`src/rtl/cpu_types_pkg.sv`:
```
// Shared types for the pipeline hazard controller.
package cpu_types_pkg;

  localparam int REGW_DEF = 5;

  // Register-select value at the default register-file width.
  typedef logic [REGW_DEF-1:0] regbits_t;

  // Controller FSM states.
  typedef enum logic [1:0] {
    RUN    = 2'd0,
    DRAIN  = 2'd1,
    HALTED = 2'd2
  } hazard_state_t;

  // Which pipeline-control pattern is active in the current cycle.
  typedef enum logic [2:0] {
    DEC_IDLE    = 3'd0,
    DEC_DSTALL  = 3'd1,
    DEC_HALT    = 3'd2,
    DEC_BRANCH  = 3'd3,
    DEC_LOADUSE = 3'd4,
    DEC_IMISS   = 3'd5,
    DEC_RUN     = 3'd6
  } hazard_dec_t;

endpackage

```
`src/rtl/hazard_perf_cnt.sv`:
```
// Saturating event counter: counts up by one on each cycle with inc set and
// holds at all-ones once full.
module hazard_perf_cnt #(
  parameter int CNTW = 32
) (
  input  logic            CLK,
  input  logic            nRST,
  input  logic            inc,
  output logic [CNTW-1:0] cnt
);

  logic [CNTW-1:0] cnt_q;
  logic [CNTW-1:0] cnt_d;

  // Next count: step when requested and not already saturated.
  always_comb begin
    cnt_d = cnt_q;
    if (inc && (cnt_q != {CNTW{1'b1}})) begin
      cnt_d = cnt_q + {{(CNTW-1){1'b0}}, 1'b1};
    end else begin
      cnt_d = cnt_q;
    end
  end

  // Counter register, cleared by reset.
  always_ff @(posedge CLK or negedge nRST) begin
    if (!nRST) begin
      cnt_q <= {CNTW{1'b0}};
    end else begin
      cnt_q <= cnt_d;
    end
  end

  assign cnt = cnt_q;

endmodule

```
`src/rtl/hazard_ctrl.sv`:
```
// Pipeline hazard controller: per-stage enable/bubble control for data-memory
// stalls, halt draining, taken branches, load-use hazards and fetch misses.
// Optional build macro HAZARD_PERF_EN adds saturating performance counters;
// without it the counter ports read zero.
module hazard_ctrl
  import cpu_types_pkg::*;
#(
  parameter int NSTAGE   = 5,
  parameter int EX_STAGE = 2,
  parameter int ME_STAGE = 3,
  parameter int REGW     = 5,
  parameter int CNTW     = 32
) (
  input  logic              CLK,
  input  logic              nRST,
  input  logic              ihit,
  input  logic              dhit,
  input  logic              ldst,
  input  logic              halt_me,
  input  logic              branch_taken,
  input  logic              load_ex,
  input  logic [REGW-1:0]   wsel_ex,
  input  logic [REGW-1:0]   rs_de,
  input  logic [REGW-1:0]   rt_de,
  input  logic [1:0]        use_de,
  output logic [NSTAGE-1:0] en,
  output logic [NSTAGE-1:0] flush,
  output logic              halt,
  output logic [CNTW-1:0]   stall_cycles,
  output logic [CNTW-1:0]   flush_events,
  output logic [CNTW-1:0]   lu_events
);

  // Stages behind the ME stage that must still retire after a halt.
  localparam int DRAIN_LEN = NSTAGE - 1 - ME_STAGE;
  localparam int DCW       = (DRAIN_LEN > 1) ? $clog2(DRAIN_LEN + 1) : 1;

  function automatic logic [NSTAGE-1:0] stage_mask(input int lo, input int hi);
    logic [NSTAGE-1:0] m;
    m = {NSTAGE{1'b0}};
    for (int k = 0; k < NSTAGE; k++) begin
      if ((k >= lo) && (k <= hi)) begin
        m[k] = 1'b1;
      end else begin
        m[k] = 1'b0;
      end
    end
    return m;
  endfunction

  localparam logic [NSTAGE-1:0] ALL_EN      = {NSTAGE{1'b1}};
  localparam logic [NSTAGE-1:0] NONE        = {NSTAGE{1'b0}};
  localparam logic [NSTAGE-1:0] HALT_EN     = stage_mask(ME_STAGE + 1, NSTAGE - 1);
  localparam logic [NSTAGE-1:0] HALT_FLUSH  = stage_mask(1, ME_STAGE);
  localparam logic [NSTAGE-1:0] BR_FLUSH    = stage_mask(1, EX_STAGE);
  localparam logic [NSTAGE-1:0] LU_EN       = stage_mask(EX_STAGE, NSTAGE - 1);
  localparam logic [NSTAGE-1:0] LU_FLUSH    = stage_mask(EX_STAGE, EX_STAGE);
  localparam logic [NSTAGE-1:0] IMISS_EN    = stage_mask(1, NSTAGE - 1);
  localparam logic [NSTAGE-1:0] IMISS_FLUSH = stage_mask(1, 1);

  hazard_state_t  state_q;
  logic [DCW-1:0] drain_q;
  logic           halt_q;
  hazard_dec_t    dec_s;
  logic           dstall_s;
  logic           lu_s;

  // Raw hazard conditions; register 0 is never a real dependency.
  always_comb begin
    dstall_s = ldst & ~dhit;
    lu_s     = load_ex & (wsel_ex != {REGW{1'b0}}) &
               ((use_de[0] & (rs_de == wsel_ex)) | (use_de[1] & (rt_de == wsel_ex)));
  end

  // Priority selection of this cycle's control pattern.
  always_comb begin
    dec_s = DEC_IDLE;
    case (state_q)
      RUN: begin
        if (dstall_s) begin
          dec_s = DEC_DSTALL;
        end else if (halt_me) begin
          dec_s = DEC_HALT;
        end else if (branch_taken) begin
          dec_s = DEC_BRANCH;
        end else if (lu_s) begin
          dec_s = DEC_LOADUSE;
        end else if (!ihit) begin
          dec_s = DEC_IMISS;
        end else begin
          dec_s = DEC_RUN;
        end
      end
      DRAIN:   dec_s = DEC_HALT;
      HALTED:  dec_s = DEC_IDLE;
      default: dec_s = DEC_IDLE;
    endcase
  end

  // Zero-latency enable/bubble vectors for the chosen pattern.
  always_comb begin
    en    = NONE;
    flush = NONE;
    case (dec_s)
      DEC_DSTALL: begin
        en    = NONE;
        flush = NONE;
      end
      DEC_HALT: begin
        en    = HALT_EN;
        flush = HALT_FLUSH;
      end
      DEC_BRANCH: begin
        en    = ALL_EN;
        flush = BR_FLUSH;
      end
      DEC_LOADUSE: begin
        en    = LU_EN;
        flush = LU_FLUSH;
      end
      DEC_IMISS: begin
        en    = IMISS_EN;
        flush = IMISS_FLUSH;
      end
      DEC_RUN: begin
        en    = ALL_EN;
        flush = NONE;
      end
      default: begin
        en    = NONE;
        flush = NONE;
      end
    endcase
  end

  // Controller FSM: drain the back end after a halt, then stay halted.
  always_ff @(posedge CLK or negedge nRST) begin
    if (!nRST) begin
      state_q <= RUN;
      drain_q <= {DCW{1'b0}};
      halt_q  <= 1'b0;
    end else begin
      case (state_q)
        RUN: begin
          if (dec_s == DEC_HALT) begin
            if (DRAIN_LEN == 0) begin
              state_q <= HALTED;
              halt_q  <= 1'b1;
            end else begin
              state_q <= DRAIN;
              drain_q <= DCW'(DRAIN_LEN);
            end
          end else begin
            state_q <= RUN;
          end
        end
        DRAIN: begin
          if (drain_q <= DCW'(1)) begin
            state_q <= HALTED;
            drain_q <= {DCW{1'b0}};
            halt_q  <= 1'b1;
          end else begin
            drain_q <= drain_q - DCW'(1);
          end
        end
        HALTED: begin
          state_q <= HALTED;
          halt_q  <= 1'b1;
        end
        default: begin
          state_q <= RUN;
          drain_q <= {DCW{1'b0}};
          halt_q  <= 1'b0;
        end
      endcase
    end
  end

  assign halt = halt_q;

`ifdef HAZARD_PERF_EN
  logic stall_inc_s;
  logic flush_inc_s;
  logic lu_inc_s;

  assign stall_inc_s = (state_q == RUN) & ~en[0];
  assign flush_inc_s = (dec_s == DEC_BRANCH);
  assign lu_inc_s    = (dec_s == DEC_LOADUSE);

  hazard_perf_cnt #(.CNTW(CNTW)) u_stall_cnt (
    .CLK  (CLK),
    .nRST (nRST),
    .inc  (stall_inc_s),
    .cnt  (stall_cycles)
  );

  hazard_perf_cnt #(.CNTW(CNTW)) u_flush_cnt (
    .CLK  (CLK),
    .nRST (nRST),
    .inc  (flush_inc_s),
    .cnt  (flush_events)
  );

  hazard_perf_cnt #(.CNTW(CNTW)) u_lu_cnt (
    .CLK  (CLK),
    .nRST (nRST),
    .inc  (lu_inc_s),
    .cnt  (lu_events)
  );
`else
  assign stall_cycles = {CNTW{1'b0}};
  assign flush_events = {CNTW{1'b0}};
  assign lu_events    = {CNTW{1'b0}};
`endif

endmodule

```
`config.mk`:
```
export PLATFORM = sky130hd
export DESIGN_NAME = hazard_ctrl
export DESIGN_NICKNAME = d
export VERILOG_FILES = /design/src/rtl/cpu_types_pkg.sv /design/src/rtl/hazard_perf_cnt.sv /design/src/rtl/hazard_ctrl.sv
export SDC_FILE = /design/constraint.sdc
export NUM_CORES = 1
export LEC_CHECK = 0
export BUFFER_PORTS_ARGS = -buffer_cell sky130_fd_sc_hd__buf_2
export CAP_MARGIN = 0
export CELL_PAD_IN_SITES_DETAIL_PLACEMENT = 1
export CELL_PAD_IN_SITES_GLOBAL_PLACEMENT = 2
export CORE_MARGIN = 4
export CORE_UTILIZATION = 16
export CTS_BUF_LIST = sky130_fd_sc_hd__clkbuf_8
export DETAILED_ROUTE_END_ITERATION = 8
export PLACE_DENSITY = 0.94
export SYNTH_ARGS = -nofsm -noshare
export SYNTH_HDL_FRONTEND = slang
export SYNTH_SLANG_ARGS = --single-unit
```
`constraint.sdc`:
```
create_clock -name CLK -period 1.9 [get_ports CLK]
set_input_delay 0 -clock CLK [delete_from_list [all_inputs] [get_ports CLK]]
set_output_delay 0 -clock CLK [all_outputs]
set_load 0.02 [all_outputs]
```
* After elaboration in Yosys (flattened, before gate mapping)
Index checks and enable logic that the tools add are counted.
** Storage, ports and cells
- Logic and storage cells :: 46
- Input bits :: 25
- Bits in registers :: 4
- Output and inout bits :: 107
** Operators by class
- Multiplexer cells :: 16
- Bitwise logic cells :: 9
- $lt $le $gt $ge :: 1
- Equal/unequal tests :: 11
- Add/subtract/negate cells :: 1
- Reduce and logical (&&, ||, !) cells :: 5
** Operators with widths (number)
- one-hot mux 5 bit (4 select lines) :: 1
- one-hot mux 4 bit (4 select lines) :: 1
- == test 5 bit :: 2
- == test 3 bit (second input constant) :: 3
- 2-to-1 mux 3 bit :: 3
- == test 3 x 2 -> 1 bit (second input constant) :: 2
- 2-to-1 mux 2 bit :: 3
- one-hot mux 1 bit (3 select lines) :: 2
- one-hot mux 2 bit (3 select lines) :: 1
- one-hot mux 3 bit (2 select lines) :: 1
- bitwise AND 1 bit :: 5
- nonzero test 5 bit :: 1
- 2-to-1 mux 1 bit :: 4
- != test 2 bit (second input constant) :: 2
- AND reduction 2 bit :: 2
- inverter 1 bit :: 3
- == test 2 x 1 -> 1 bit (second input constant) :: 1
- == test 2 bit (second input constant) :: 1
- logical NOT 2 bit :: 1
- OR reduction 2 bit :: 1
- <= comparator 1 bit (second input constant) :: 1
- bitwise OR 1 bit :: 1
- subtractor 1 bit (second input constant) :: 1

* Logic depth before layout (Yosys ltp)
- Depth in word-level cells :: 12
- Gate-level depth with buffers :: 8
- Mapped depth without buffers :: 7

* Worst setup path before layout
Ideal clock, no wire load.
- Path type :: reg-to-output
- Start point :: register state_q[0]
- End point :: output en[3]
- Data required time :: 1900 ps
- Stages on the path, launching flop included :: 9
- Data arrival time :: 1938 ps
- Buffers on the path :: 1
- Setup slack :: -38 ps
- Cell sequence :: dfrtp_1 -> inv_1 -> ha_1 -> nand2_1 -> nor3_1 -> o21ai_0 -> nor2_1 -> a21oi_1 -> buf_4
** Between the ends
- Longest elaborated chain between the ends :: 5
- Elaborated cells on any way between the ends :: 10
- Classes of those cells :: eq/ne (6); mux (2); reduce/logical (2)
** Ends and longest elaborated chain
- start: declaration :: line hazard_ctrl.sv:61 : hazard_state_t state_q;
- start signal: assignment :: line hazard_ctrl.sv:139 : state_q <= RUN;
- start signal: assignment :: line hazard_ctrl.sv:147 : state_q <= HALTED;
- start signal: assignment :: line hazard_ctrl.sv:150 : state_q <= DRAIN;
- == test 2 x 1 -> 1 bit or logical NOT 2 bit (tied branches) :: line hazard_ctrl.sv:78 : case (state_q)
- one-hot mux 3 bit (2 select lines) * :: line hazard_ctrl.sv:78
- == test 3 x 2 -> 1 bit or == test 3 bit (tied branches) :: line hazard_ctrl.sv:104 : case (dec_s)
- OR reduction 2 bit (no source line)
- one-hot mux 5 bit (4 select lines) * :: line hazard_ctrl.sv:104
- end: declaration :: line hazard_ctrl.sv:26 : output logic [NSTAGE-1:0] en,
Every way passes the cells marked *; elsewhere a longest branch is shown, timed or not.

* Worst setup path after layout
- Start point :: input wsel_ex[1]
- End point :: output flush[2]
** Between the ends
- Longest elaborated chain between the ends :: 11
- Elaborated cells on any way between the ends :: 18
- Classes of those cells :: eq/ne (6); mux (6); bitwise (5); reduce/logical (1)
** Ends and longest elaborated chain
- start: declaration :: line hazard_ctrl.sv:22 : input logic [REGW-1:0] wsel_ex,
- == test 5 bit :: line hazard_ctrl.sv:72 : ((use_de[0] & (rs_de == wsel_ex)) | (use_de[1] & (rt_de == wsel_ex)));
- bitwise AND 1 bit :: line hazard_ctrl.sv:72
- bitwise OR 1 bit :: line hazard_ctrl.sv:72
- bitwise AND 1 bit * :: line hazard_ctrl.sv:71 : lu_s = load_ex & (wsel_ex != {REGW{1'b0}}) &
- 2-to-1 mux 2 bit * :: line hazard_ctrl.sv:86 : end else if (lu_s) begin
- 2-to-1 mux 3 bit * :: line hazard_ctrl.sv:84 : end else if (branch_taken) begin
- 2-to-1 mux 3 bit * :: line hazard_ctrl.sv:82 : end else if (halt_me) begin
- 2-to-1 mux 3 bit * :: line hazard_ctrl.sv:80 : if (dstall_s) begin
- one-hot mux 3 bit (2 select lines) * :: line hazard_ctrl.sv:78
- == test 3 bit or == test 3 x 2 -> 1 bit (tied branches) :: line hazard_ctrl.sv:104
- one-hot mux 4 bit (4 select lines) * :: line hazard_ctrl.sv:104
- end: declaration :: line hazard_ctrl.sv:27 : output logic [NSTAGE-1:0] flush,
Marked as above.

==> summary.txt <==
Cell Rows - 31
chip height - 95.4 um
num ports - 132
post-synth cell types - 34
Iteration-0 DRC Markers - 9
non-filler instance count after layout - 301
Synth Warn # - 0
Port Buf Inserts - 33
Tot Pwr - 1.09 mW
post-synthesis cell area - 1220 um^2
Final GP Congestion - 0.798
critical hold path startpoint - halt_me
placed insts - 295
TNS Setup - 0 ns
DIE AREA - 9090 um^2
RSZ-0062 raised after global routing - false
Yosys top cell area share - 0.609
Fillers - 929
flip-flop and latch count after synthesis - 3
Root Driver - clkbuf_8
Nets - 230
Hold Path Class - in -> reg
H-tree lvl count - 1
GRT overflow - 0
Initial Util - 0.167
pin count of the biggest net entering global routing - 7
die width - 95.4 um
layout cells sized above 1 - 0.277
Mapped Cells - 160
max cap viols - 0
Final Max Slew Viols - 0
CTS clk-pin slew, worst paths - 0.03 ns
reg-to-reg startpoint - state_q[1]
initial antenna violation count - 0
Fmax achieved - 564 MHz
CP endpoint - flush[2]
Worst Setup End Kind - primary output
CTS Buffer Depth - 2
synthesized area per cell - 7.63 um^2
TritonCTS clock tree - done
Power Dens Cells - 848 nW/um^2
Skew-Pair Late Insertion Delay - 0.22 ns
WP data required - 1.90 ns
drt pass-1 iters - 2
critical path class - in -> out
vias in the first global route - 828
post-synth top area cell - buf_4
post-layout min period - 1.77 ns
Inserted Diodes - 0
Worst Skew - 0.00122 ns
via count - 878
Tot GR Track Use - 0.0513
Total Wirelength - 2.78 mm
cts bufs inserted - 3
first-pass GRT wire length - 3.62 mm
clk sink count - 3
core outline area - 7330 um^2
DP Wirelength - 2.56 mm
R2R cell count - 4
Lkg Pwr - 0.723 nW
period utilisation layout - 0.934
area grow syn2layout - 5.43%
Hold Path Cell Cnt - 2
worst hold margin - 0.111 ns
internal reg-to-reg setup slack - 0.71 ns
Crit path arrival time - 1.77 ns
synth top area cells - buf_4, dfrtp_1, xor2_1, ha_1, a21oi_1
crit path from - wsel_ex[1]
Max rail drop VDD - 0.000155 V
outcome - finished clean
DRT antenna net count - 0
sequential fraction of the synthesis area - 0.0615
Crit Reg-Reg Endpoint - halt
vias per inst - 2.92
Max FO, Critical Path - 4
Final setup viols - 0
DRC errors left - 0
Startpoint Class - input pin
fin area - 1290 um^2
final hold vios - 0
WL/cell - 9.24 um
placed cell areas - 1170 um^2
-- area by class of cell --
cell class	instances	area, um^2	area share
Multi-Input combinational cell	151	803	0.624
Timing Repair Buffer	40	225	0.175
Tap cell	99	124	0.0962
Sequential cell	3	75.1	0.0583
Clock buffer	3	41.3	0.0321
Inverter	4	15.0	0.0117
Clock inverter	1	3.75	0.00292
-- cell usage in the layout (no fill, tap or decap), types with 3 or more instances in the layout --
cell type	synthesis	routed
buf_2	0	31
dfrtp_1	3	3
buf_4	99	8
conb_1	1	98
nor2_1	5	5
inv_1	4	4
a21oi_1	4	4
xor2_1	8	8
nand2_1	4	3
clkbuf_8	0	3
-- how the worst min path moves through the flow --
| stage | slack, ns | to |
|---|---|---|
| after floorplan | -0.30 | halt |
| after global placement | -0.21 | state_q[1] |
| after detailed placement | -0.20 | state_q[1] |
| after CTS | 0.11 | state_q[0] |
| after global routing | 0.13 | state_q[0] |
| final | 0.11 | state_q[0] |
-- metal layers --
metal	GRT usage	wire length, um	up-vias
met3	0.0126	398	2
met1	0.0542	868	394
met5	0	0	-
met4	0.0180	6	0
li1	-	-	406
met2	0.0974	1510	76
-- power breakdown --
part / switching, mW / leakage (nW) / internal (mW)
clock: 0.0435 / 0.0269 / 0.138
combinational: 0.537 / 0.659 / 0.269
sequential: 0.0117 / 0.0367 / 0.0926
-- state kept, by name, summed over array words and instances, names as in the netlist --
| signal | cells |
|---|---|
| state_q | 2 |
| halt | 1 |
-- logic make-up after synthesis --
| family | Yosys count | synth area share |
|---|---|---|
| mux | 1 | 0.00922 |
| other cells | 1 | 0.00307 |
| fa+ha+maj | 2 | 0.0205 |
| flops | 3 | 0.0615 |
| simple gates | 24 | 0.116 |
| xor+xnor | 10 | 0.0717 |
| buf+inv | 103 | 0.621 |
| compound gates | 16 | 0.0973 |
-- worst max-delay path, cell delays in order --
cell and delay [ns]:
buf_2 0.12, xor2_1 0.15, nor4_2 0.29, a32oi_2 0.18, or4_4 0.45, and2_4 0.19, a211oi_2 0.21, buf_4 0.18
-- synthesized netlist by cell type, drive strengths merged --
cell / instances
o41ai: 1
conb: 1
o21ai: 2
nand2b: 1
o311ai: 1
mux2: 1
a31oi: 1
ha: 2
and2b: 1
nor4: 3
or4: 2
and3: 2
o211ai: 1
nor2: 5
xor2: 8
inv: 4
and2: 2
dfrtp: 3
buf: 99
nor3: 3
or3: 1
o21bai: 1
xnor2: 2
o21a: 1
a2111oi: 1
a32oi: 1
nand2: 4
a21boi: 1
a211oi: 1
a21oi: 4
-- stage by stage --
| step | utilization | setup WS (ns) |
|---|---|---|
| final | 0.176 | 0.126 |
| after global routing | 0.176 | 0.00386 |
| after CTS | 0.170 | 0.00212 |
| after detailed placement | 0.160 | -0.00338 |
| after global placement | 0.160 | 0.0520 |
| after floorplan | - | 0.0179 |
-- timing repair --
action	CTS	global route
endpoints found under the setup margin	3	7
hold buffers	1	0
pin swaps	1	3
buffers inserted	0	1
endpoints found under the hold margin	3	0
resized for setup	5	7
(Power assumes the default switching activity.)
